**src/rtl/fwupd_pkg.sv**
```systemverilog
// Shared definitions for the firmware-update URAM bank address generator.
//   FWUPD_NBANKS_DEF / FWUPD_DEPTH_DEF : default bank count and words per bank
//   ERR_WR_OVF / ERR_RD_UNF            : bit positions inside err_o
//   fwupd_uaddr_t                      : {bank, word} address at default sizes
package fwupd_pkg;

   localparam int FWUPD_NBANKS_DEF = 2;
   localparam int FWUPD_DEPTH_DEF  = 128;

   localparam int ERR_WR_OVF = 0;
   localparam int ERR_RD_UNF = 1;

   typedef logic [$clog2(FWUPD_NBANKS_DEF)+$clog2(FWUPD_DEPTH_DEF)-1:0] fwupd_uaddr_t;

endpackage

```
**src/rtl/fwupd_word_cnt.sv**
```systemverilog
// Word pointer inside the current write bank.
//   i_clk, i_rstb : clock, asynchronous active-low reset
//   i_clr         : synchronous return to word 0 (wins over i_ce)
//   i_ce          : advance by one; ignored at terminal count (holds)
//   o_word        : current word index
//   o_tc          : o_word == DEPTH-1
module fwupd_word_cnt #(
   parameter  int DEPTH  = 128,
   localparam int WORD_W = $clog2(DEPTH)
) (
   input  logic              i_clk,
   input  logic              i_rstb,
   input  logic              i_clr,
   input  logic              i_ce,
   output logic [WORD_W-1:0] o_word,
   output logic              o_tc
);

   logic [WORD_W-1:0] r_word;

   always_ff @(posedge i_clk or negedge i_rstb) begin
      if (!i_rstb)
         r_word <= '0;
      else if (i_clr)
         r_word <= '0;
      else if (i_ce && !o_tc)
         r_word <= r_word + WORD_W'(1);
   end

   assign o_word = r_word;
   assign o_tc   = (r_word == WORD_W'(DEPTH-1));

endmodule

```
**src/rtl/fwupd_bank_addr.sv**
```systemverilog
// N-bank URAM address generator for the firmware-update path.
// The writer fills the current bank and marks it complete; the reader drains
// complete banks in ring order and releases them.
//   clk_i, rstb_i : clock, asynchronous active-low reset
//   flush_i       : synchronous clear of all bank state (errors kept)
//   ce_i, mark_i  : write strobe at uaddr_o / mark current write bank complete
//   wr_ready_o    : current write bank is not full
//   uaddr_o       : write address {wr_bank, word}
//   rd_done_i     : reader releases rd_bank_o
//   rd_valid_o, rd_bank_o, rd_len_o : oldest full bank and its fill length
//   bank_full_o   : per-bank full flags
//   err_o, err_clr_i : sticky {read underflow, write overflow} and its clear
module fwupd_bank_addr
   import fwupd_pkg::*;
#(
   parameter  int NBANKS    = FWUPD_NBANKS_DEF,
   parameter  int DEPTH     = FWUPD_DEPTH_DEF,
   parameter  int AUTO_MARK = 0,
   localparam int BANK_W    = $clog2(NBANKS),
   localparam int WORD_W    = $clog2(DEPTH),
   localparam int LEN_W     = WORD_W + 1
) (
   input  logic                     clk_i,
   input  logic                     rstb_i,
   input  logic                     flush_i,
   input  logic                     ce_i,
   input  logic                     mark_i,
   output logic                     wr_ready_o,
   output logic [BANK_W+WORD_W-1:0] uaddr_o,
   input  logic                     rd_done_i,
   output logic                     rd_valid_o,
   output logic [BANK_W-1:0]        rd_bank_o,
   output logic [LEN_W-1:0]         rd_len_o,
   output logic [NBANKS-1:0]        bank_full_o,
   output logic [1:0]               err_o,
   input  logic                     err_clr_i
);

   logic [BANK_W-1:0]             r_wr_bank;
   logic [BANK_W-1:0]             r_rd_bank;
   logic [NBANKS-1:0]             r_full;
   logic [NBANKS-1:0][LEN_W-1:0]  r_len;
   logic [1:0]                    r_err;

   logic [WORD_W-1:0] w_word;
   logic              w_tc;
   logic              w_wr_ready, w_rd_valid;
   logic              w_ce_ok, w_mark_ok, w_auto, w_mark, w_rd_ok;
   logic              w_wr_ovf, w_rd_unf;
   logic [LEN_W-1:0]  w_new_len;

   assign w_wr_ready = ~r_full[r_wr_bank];
   assign w_rd_valid =  r_full[r_rd_bank];

   // flush overrides every other request, including their error side effects
   assign w_ce_ok   = ce_i & w_wr_ready & ~flush_i;
   assign w_mark_ok = mark_i & w_wr_ready & ~flush_i;
   assign w_auto    = (AUTO_MARK != 0) & w_ce_ok & w_tc;
   assign w_mark    = w_mark_ok | w_auto;   // implicit + explicit = one mark
   assign w_rd_ok   = rd_done_i & w_rd_valid & ~flush_i;

   // Overflow: request to a full bank, or a write past the last word that is
   // not closed by a mark in the same cycle (that write lands and is counted).
   assign w_wr_ovf = ~flush_i & (((ce_i | mark_i) & ~w_wr_ready) |
                                 (w_ce_ok & w_tc & ~w_mark));
   assign w_rd_unf = ~flush_i & rd_done_i & ~w_rd_valid;

   // A write in the marking cycle is counted in the bank length
   assign w_new_len = LEN_W'(w_word) + LEN_W'(w_ce_ok);

   fwupd_word_cnt #(.DEPTH(DEPTH)) u_word_cnt (
      .i_clk  (clk_i),
      .i_rstb (rstb_i),
      .i_clr  (flush_i | w_mark),
      .i_ce   (w_ce_ok),
      .o_word (w_word),
      .o_tc   (w_tc)
   );

   // mark acts on wr_bank, rd_done on rd_bank; marking needs !full[wr_bank]
   // while releasing needs full[rd_bank], so the two never hit the same bank.
   always_ff @(posedge clk_i or negedge rstb_i) begin
      if (!rstb_i) begin
         r_wr_bank <= '0;
         r_rd_bank <= '0;
         r_full    <= '0;
         r_len     <= '0;
      end else if (flush_i) begin
         r_wr_bank <= '0;
         r_rd_bank <= '0;
         r_full    <= '0;
         r_len     <= '0;
      end else begin
         if (w_mark) begin
            r_full[r_wr_bank] <= 1'b1;
            r_len[r_wr_bank]  <= w_new_len;
            r_wr_bank         <= r_wr_bank + BANK_W'(1);
         end
         if (w_rd_ok) begin
            r_full[r_rd_bank] <= 1'b0;
            r_rd_bank         <= r_rd_bank + BANK_W'(1);
         end
      end
   end

   // A new error event beats a simultaneous clear
   always_ff @(posedge clk_i or negedge rstb_i) begin
      if (!rstb_i)
         r_err <= '0;
      else begin
         r_err             <= r_err & {2{~err_clr_i}};
         if (w_wr_ovf) r_err[ERR_WR_OVF] <= 1'b1;
         if (w_rd_unf) r_err[ERR_RD_UNF] <= 1'b1;
      end
   end

   assign wr_ready_o  = w_wr_ready;
   assign uaddr_o     = {r_wr_bank, w_word};
   assign rd_valid_o  = w_rd_valid;
   assign rd_bank_o   = r_rd_bank;
   assign rd_len_o    = r_len[r_rd_bank];
   assign bank_full_o = r_full;
   assign err_o       = r_err;

endmodule

```
**config.mk**
```make
export PLATFORM = sky130hd
export DESIGN_NAME = fwupd_bank_addr
export DESIGN_NICKNAME = d
export VERILOG_FILES = /design/src/rtl/fwupd_pkg.sv /design/src/rtl/fwupd_word_cnt.sv /design/src/rtl/fwupd_bank_addr.sv
export SDC_FILE = /design/constraint.sdc
export NUM_CORES = 1
export LEC_CHECK = 0
export CAP_MARGIN = 20
export CORE_ASPECT_RATIO = 1.2
export CORE_MARGIN = 2
export CORE_UTILIZATION = 46
export CTS_CLUSTER_DIAMETER = 50
export CTS_CLUSTER_SIZE = 10
export DETAILED_ROUTE_END_ITERATION = 8
export GPL_TIMING_DRIVEN = 0
export HOLD_SLACK_MARGIN = 0.05
export PLACE_DENSITY_LB_ADDON = 0.05
export REMOVE_ABC_BUFFERS = 1
export SLEW_MARGIN = 20
export SYNTH_ARGS = -nofsm -noshare
export SYNTH_HDL_FRONTEND = slang
export SYNTH_HIERARCHICAL = 1
export SYNTH_SLANG_ARGS = --single-unit
```
**constraint.sdc**
```tcl
create_clock -name clk_i -period 2.3 [get_ports clk_i]
set_clock_uncertainty 0.05 [all_clocks]
set_input_delay 0.345 -clock clk_i [delete_from_list [all_inputs] [get_ports clk_i]]
set_output_delay 0.345 -clock clk_i [all_outputs]
set_load 0.01 [all_outputs]
```
## Yosys cells after proc, flatten, opt, wreduce, memory -nomap -nowiden

Cells that the tools add are included.

| word-level totals | value |
|---|---|
| output and inout port bits | 23 |
| input bits | 7 |
| word-level logic and storage cells | 74 |
| memories | 0 |
| register bits | 29 |
| bits in latches | 0 |
| bits in writable memories | 0 |
| bits in read-only memories | 0 |

| operators by class | value |
|---|---|
| divide/modulo/power cells | 0 |
| bitwise operators | 24 |
| shift operators | 0 |
| magnitude comparators | 4 |
| $mul | 0 |
| multiplexer cells | 27 |
| $add $sub $neg | 4 |
| reductions and logical operators | 7 |
| eq/ne operators | 1 |

Operator list:

| operator | number |
|---|---|
| $mux 16 | 2 |
| $mux 8 | 3 |
| $bwmux 16 | 1 |
| $mux 7 | 2 |
| $and 1x1->1 | 12 |
| $mux 1 | 12 |
| $add 7x1->8 | 1 |
| $demux 8 s1 | 1 |
| $mux 2 | 4 |
| $add 7x1->7 const B | 1 |
| $eq 7x7->1 const B | 1 |
| $reduce_bool 2->1 | 3 |
| $not 1->1 | 5 |
| $and 2x2->2 | 2 |
| $lt 1x2->1 const B | 2 |
| $logic_and 1x1->1 | 3 |
| $or 1x1->1 | 3 |
| $add 1x1->1 const B | 2 |
| $demux 1 s1 | 2 |
| $ge 1x1->1 const B | 2 |
| $not 2->2 | 1 |
| $or 2x2->2 | 1 |
| $logic_not 1->1 | 1 |

## Depth between registers and ports, before layout

| logic depth | value |
|---|---|
| depth in word-level cells | 10 |
| depth in mapped cells | 7 |
| depth with buffers taken out | 7 |

## Modules after synthesis

Netlist, hierarchy kept.

By module, submodules not included:

| module | sequential area each (um^2) | cells each | area each (um^2) | times used |
|---|---|---|---|---|
| fwupd_bank_addr | 550.5 | 104 | 1176.1 | 1 |
| fwupd_word_cnt | 175.2 | 38 | 382.9 | 1 |

## Worst setup path after synthesis

Ideal clock, no wire load.

| timing | value |
|---|---|
| kind | register -> register |
| start point | register r_wr_bank |
| end point | register r_len[6] in the netlist's numbering |
| data required time | 2.126 ns |
| data arrival time | 2.321 ns |
| path buffers | 0 |
| stages on the path, launching flop included | 8 |
| period minus slack after synthesis | 2.495 ns |
| path slack | -0.195 ns |
| setup time | 0.124 ns |
| cells stage by stage | dfrtp_1 -> mux2_2 -> nor3b_1 -> ha_1 -> ha_1 -> nand2_1 -> o211a_1 -> a211o_1 |

| between the ends | value |
|---|---|
| cells in the longest elaborated chain, start to end | 9 |
| elaborated cells on any way between the ends | 17 |
| those cells by class | add/sub (1); order compare (2); mux (7); bitwise (5); reduce/logical (2) |

Ends and longest elaborated chain:

| element | RTL line | RTL |
|---|---|---|
| start: declaration | fwupd_bank_addr.sv:39 | `logic [BANK_W-1:0] r_wr_bank;` |
| start signal: assignment | fwupd_bank_addr.sv:97 | `r_wr_bank <= r_wr_bank + BANK_W'(1);` |
| $mux 1 (not written as such) (2 in a row) | fwupd_bank_addr.sv:52 | `assign w_wr_ready = ~r_full[r_wr_bank];` |
| $not 1->1 | fwupd_bank_addr.sv:52 |  |
| $and 1x1->1 (2 in a row) | fwupd_bank_addr.sv:56 | `assign w_ce_ok = ce_i & w_wr_ready & ~flush_i;` |
| via w_ce_ok | fwupd_bank_addr.sv:48 | `logic w_ce_ok, w_mark_ok, w_auto, w_mark, w_rd_ok;` |
| $add 7x1->8 | fwupd_bank_addr.sv:69 | `assign w_new_len = LEN_W'(w_word) + LEN_W'(w_ce_ok);` |
| $bwmux 16 | fwupd_bank_addr.sv:96 | `r_len[r_wr_bank] <= w_new_len;` |
| $mux 16 | fwupd_bank_addr.sv:94 | `if (w_mark) begin` |
| $mux 16 | fwupd_bank_addr.sv:88 | `end else if (flush_i) begin` |
| end signal: indexed assignment | fwupd_bank_addr.sv:96 |  |
| end: declaration | fwupd_bank_addr.sv:42 | `logic [NBANKS-1:0][LEN_W-1:0] r_len;` |

The timed path passes the listed nets, and every way through them passes these cells. The select of a mux whose other input is x is not followed.
A chain may end at the register's enable or synchronous reset.

## Worst setup path after layout

| timing | value |
|---|---|
| start point | register r_full[0], in the netlist bank_full_o[0] |
| end point | register r_len[6] in the netlist's numbering |

| between the ends | value |
|---|---|
| cells in the longest elaborated chain, start to end | 9 |
| elaborated cells on any way between the ends | 12 |
| those cells by class | add/sub (1); mux (5); bitwise (5); reduce/logical (1) |

Ends and longest elaborated chain:

| element | RTL line | RTL |
|---|---|---|
| start: declaration | fwupd_bank_addr.sv:41 | `logic [NBANKS-1:0] r_full;` |
| start signal: assignment | fwupd_bank_addr.sv:86 | `r_full <= '0;` |
| start signal: assignment | fwupd_bank_addr.sv:91 | `r_full <= '0;` |
| start signal: indexed assignment | fwupd_bank_addr.sv:95 | `r_full[r_wr_bank] <= 1'b1;` |
| $mux 1 (not written as such) (2 in a row) | fwupd_bank_addr.sv:52 |  |
| $not 1->1 | fwupd_bank_addr.sv:52 |  |
| $and 1x1->1 (2 in a row) | fwupd_bank_addr.sv:56 |  |
| via w_ce_ok | fwupd_bank_addr.sv:48 |  |
| $add 7x1->8 | fwupd_bank_addr.sv:69 |  |
| $bwmux 16 | fwupd_bank_addr.sv:96 |  |
| $mux 16 | fwupd_bank_addr.sv:94 |  |
| $mux 16 | fwupd_bank_addr.sv:88 |  |

The timed path passes the listed nets, and every way through them passes these cells. The select of a mux whose other input is x is not followed.

==> flow_summary.ini <==
[outcome]
status = completed

[power_and_ir_drop]
total_leakage_power_nw = 0.942
power_mw = 1.29
irDropWorstVdd_v = 0.000447
powerDensity_mw_per_mm2 = 631

[synthesis]
syn_inst = 142
synth_seq_cells = 29
synth_adder_area_share_pct = 2.41
synth_top_family_by_area = compound AO/OA/AOI/OAI gates
yosys.area_share.simple_pct = 14.8
seq_area_frac_synth_pct = 46.5
netlist_area_sq_mm = 0.00156
synthArstFlopShare_pct = 100
synth_compound_area_share_pct = 20.5
yosys-mux-area-fraction_pct = 9.47
ys_types = 40
synth_top_flop_cell = dfrtp_1
yosys.area_share.xor_xnor_pct = 1.69
synth_warnings = 6
synth-edff-count = 0
syn_avg_cell_area_sq_um = 11.0

[floorplan]
fp.dieW_um = 57.1
die_h_um = 67.8
die-area_sq_mm = 0.00387
num_rows = 23
start_util_pct = 47.5
io_pins = 30
design.core.area_sq_mm = 0.00328

[cells_and_area]
final_nets = 187
diodes = 0
layout_commonest_cell = clkdlybuf4s50_1
drive_gt1_share_pct = 21.9
fin_area_sq_mm = 0.00205
fillCellCount = 289
final_cell_count_no_fill = 215
mostFrequentLayoutCells = clkdlybuf4s50_1, dfrtp_1, nand2_1
area_growth_pct = 31.5
fin_util_pct = 62.5

[timing]
setup_ws_ns = 0.0879
slew_viol_final = 0
max-slew-margin-rel_pct = 44.6
setup-violations-final = 0
period_share_pct = 96.2
hold_violations = 0
worstMarginPinSlew_ns = 0.827
fin_crit_ns = 2.21
max_freq_mhz = 452
rsz0062_at_grt = true

[critical_path]
crit_family = compound AO/OA/AOI/OAI gates
slowest_stage = dfrtp_2
worstPathRequired_ns = 2.41
critPathKind = reg -> reg
path_cells = mux2_2 > nor3b_4 > ha_2 > ha_2 > nand2_1 > o211a_1 > a211o_1
arrival_ns = 2.33
cp_common_cell = ha_2
worst_setup_path_end_kind = flip-flop
crit_buf_inv = 0
cp_max_fo = 8
startpoint_type = flip-flop
critical_path.max_stage_delay_ns = 0.45

[detailed_routing]
vias = 1258
totalWireLength_mm = 3.72
vias_per_cell = 5.85
drc = 0
ant_nets = 0
first_pass_iters = 4
detail_route.wl_per_cell_um = 17.3
drt-initial-drc-count = 57

[cts]
cts_num_sinks = 29
cts_buffer_depth = 2
htree_levels = 2
worstSkewPairLatency_ns = 0.28
cts.root.buffer_cell = clkbuf_8
clk_pin_slew_ns = 0.07
ctsHoldBuffers = 0
numCtsBuffers = 5
cts_tree = done

[placed_design]
dp.final_hpwl_mm = 2.48
post_dp_cell_area_sq_mm = 0.00186
dp_slack_ns = -0.786
place_congestion = 0.776
place_inst = 202
portBuffers = 29

[grt]
antenna_found_initial = 0
track_usage_pct = 21.2
grt_pass1_vias = 1218
grt_max_degree = 30
grt_pass1_wl_mm = 6.07
overflow = 0

[job]
cap_violations = 0

[hold_path]
hold_path.class = in -> async
logic make-up after synthesis:
logic type,count (synthesis)
DFF,29
AOI/OAI and AO/OA,41
muxes,13
adders and majority gates,3
buffers and inverters,15
and+or+nand+nor,38
xor gates and xnor gates,3
power by group:
| part | switching, mW | total (mW) | internal, mW |
|---|---|---|---|
| logic | 0.0652 | 0.124 | 0.0585 |
| registers | 0.0128 | 0.533 | 0.520 |
| clock network | 0.207 | 0.637 | 0.430 |
state kept, by name, summed over array words and instances (netlist names):
name	flops
r_wr_bank	1
rd_bank_o	1
u_word_cnt/o_word	7
r_len	16
bank_full_o	2
err_o	2
per-stage QoR:
stage | TNS (ns) | hold WS (ns)
6_report | 0 | 0.0428
5_1_grt | -0.0152 | 0.0899
4_1_cts | 0 | 0.0534
3_5_place_dp | -8.92 | 0.364
3_3_place_gp | -8.80 | 0.417
2_1_floorplan | -0.737 | -0.000591
final cells by class:
class	instances	area, sq um	share of cell area [%]
Inverter	9	33.8	1.65
Multi-Input combinational cell	98	785	38.3
Timing Repair Buffer	34	322	15.7
Sequential cell	29	731	35.6
Clock buffer	5	68.8	3.36
Clock inverter	3	65.1	3.17
Tap cell	37	46.3	2.26
synth_stat cells, drive strengths merged, types with 4 or more instances:
| library cell | instances | area [sq um] |
|---|---|---|
| a211o | 4 | 35.0 |
| a211oi | 4 | 30.0 |
| a21oi | 8 | 40.0 |
| a22o | 8 | 70.1 |
| buf | 4 | 30.0 |
| dfrtp | 29 | 726 |
| inv | 9 | 33.8 |
| mux2 | 11 | 128 |
| nand2 | 11 | 41.3 |
| nand3 | 4 | 25.0 |
| nor2 | 7 | 26.3 |
| nor4 | 4 | 25.0 |
| o211a | 4 | 40.0 |
| o2bb2ai | 4 | 35.0 |
metal layers:
metal	GRT usage [%]	wire (um)	vias up
li1	-	-	604
met1	27.7	1730	615
met2	34.1	1790	35
met3	5.36	164	4
met4	8.14	41	0
met5	0	0	-
final timing paths:
check                               startpoint        endpoint  slack (ns)  cells past startpoint
worst max register to register  bank_full_o[0]        r_len[6]        0.09                      7
max in group asynchronous               rstb_i  bank_full_o[0]        1.69                      1
worst min-delay path                    rstb_i        err_o[1]        0.04                      1
worst min register to register       r_len[11]       r_len[11]        0.44                      1
min in group clk_i                   r_len[11]       r_len[11]        0.44                      1
worst max-delay path            bank_full_o[0]        r_len[6]        0.09                      7
what timing repair did:
action / 4_1_cts / 5_1_grt
endpoints found under the setup margin: 17 / 11
buffers inserted: 1 / 4
resized for setup: 5 / 4
pin swaps: 1 / 0
Note: power is estimated with default switching activity, not from simulation.
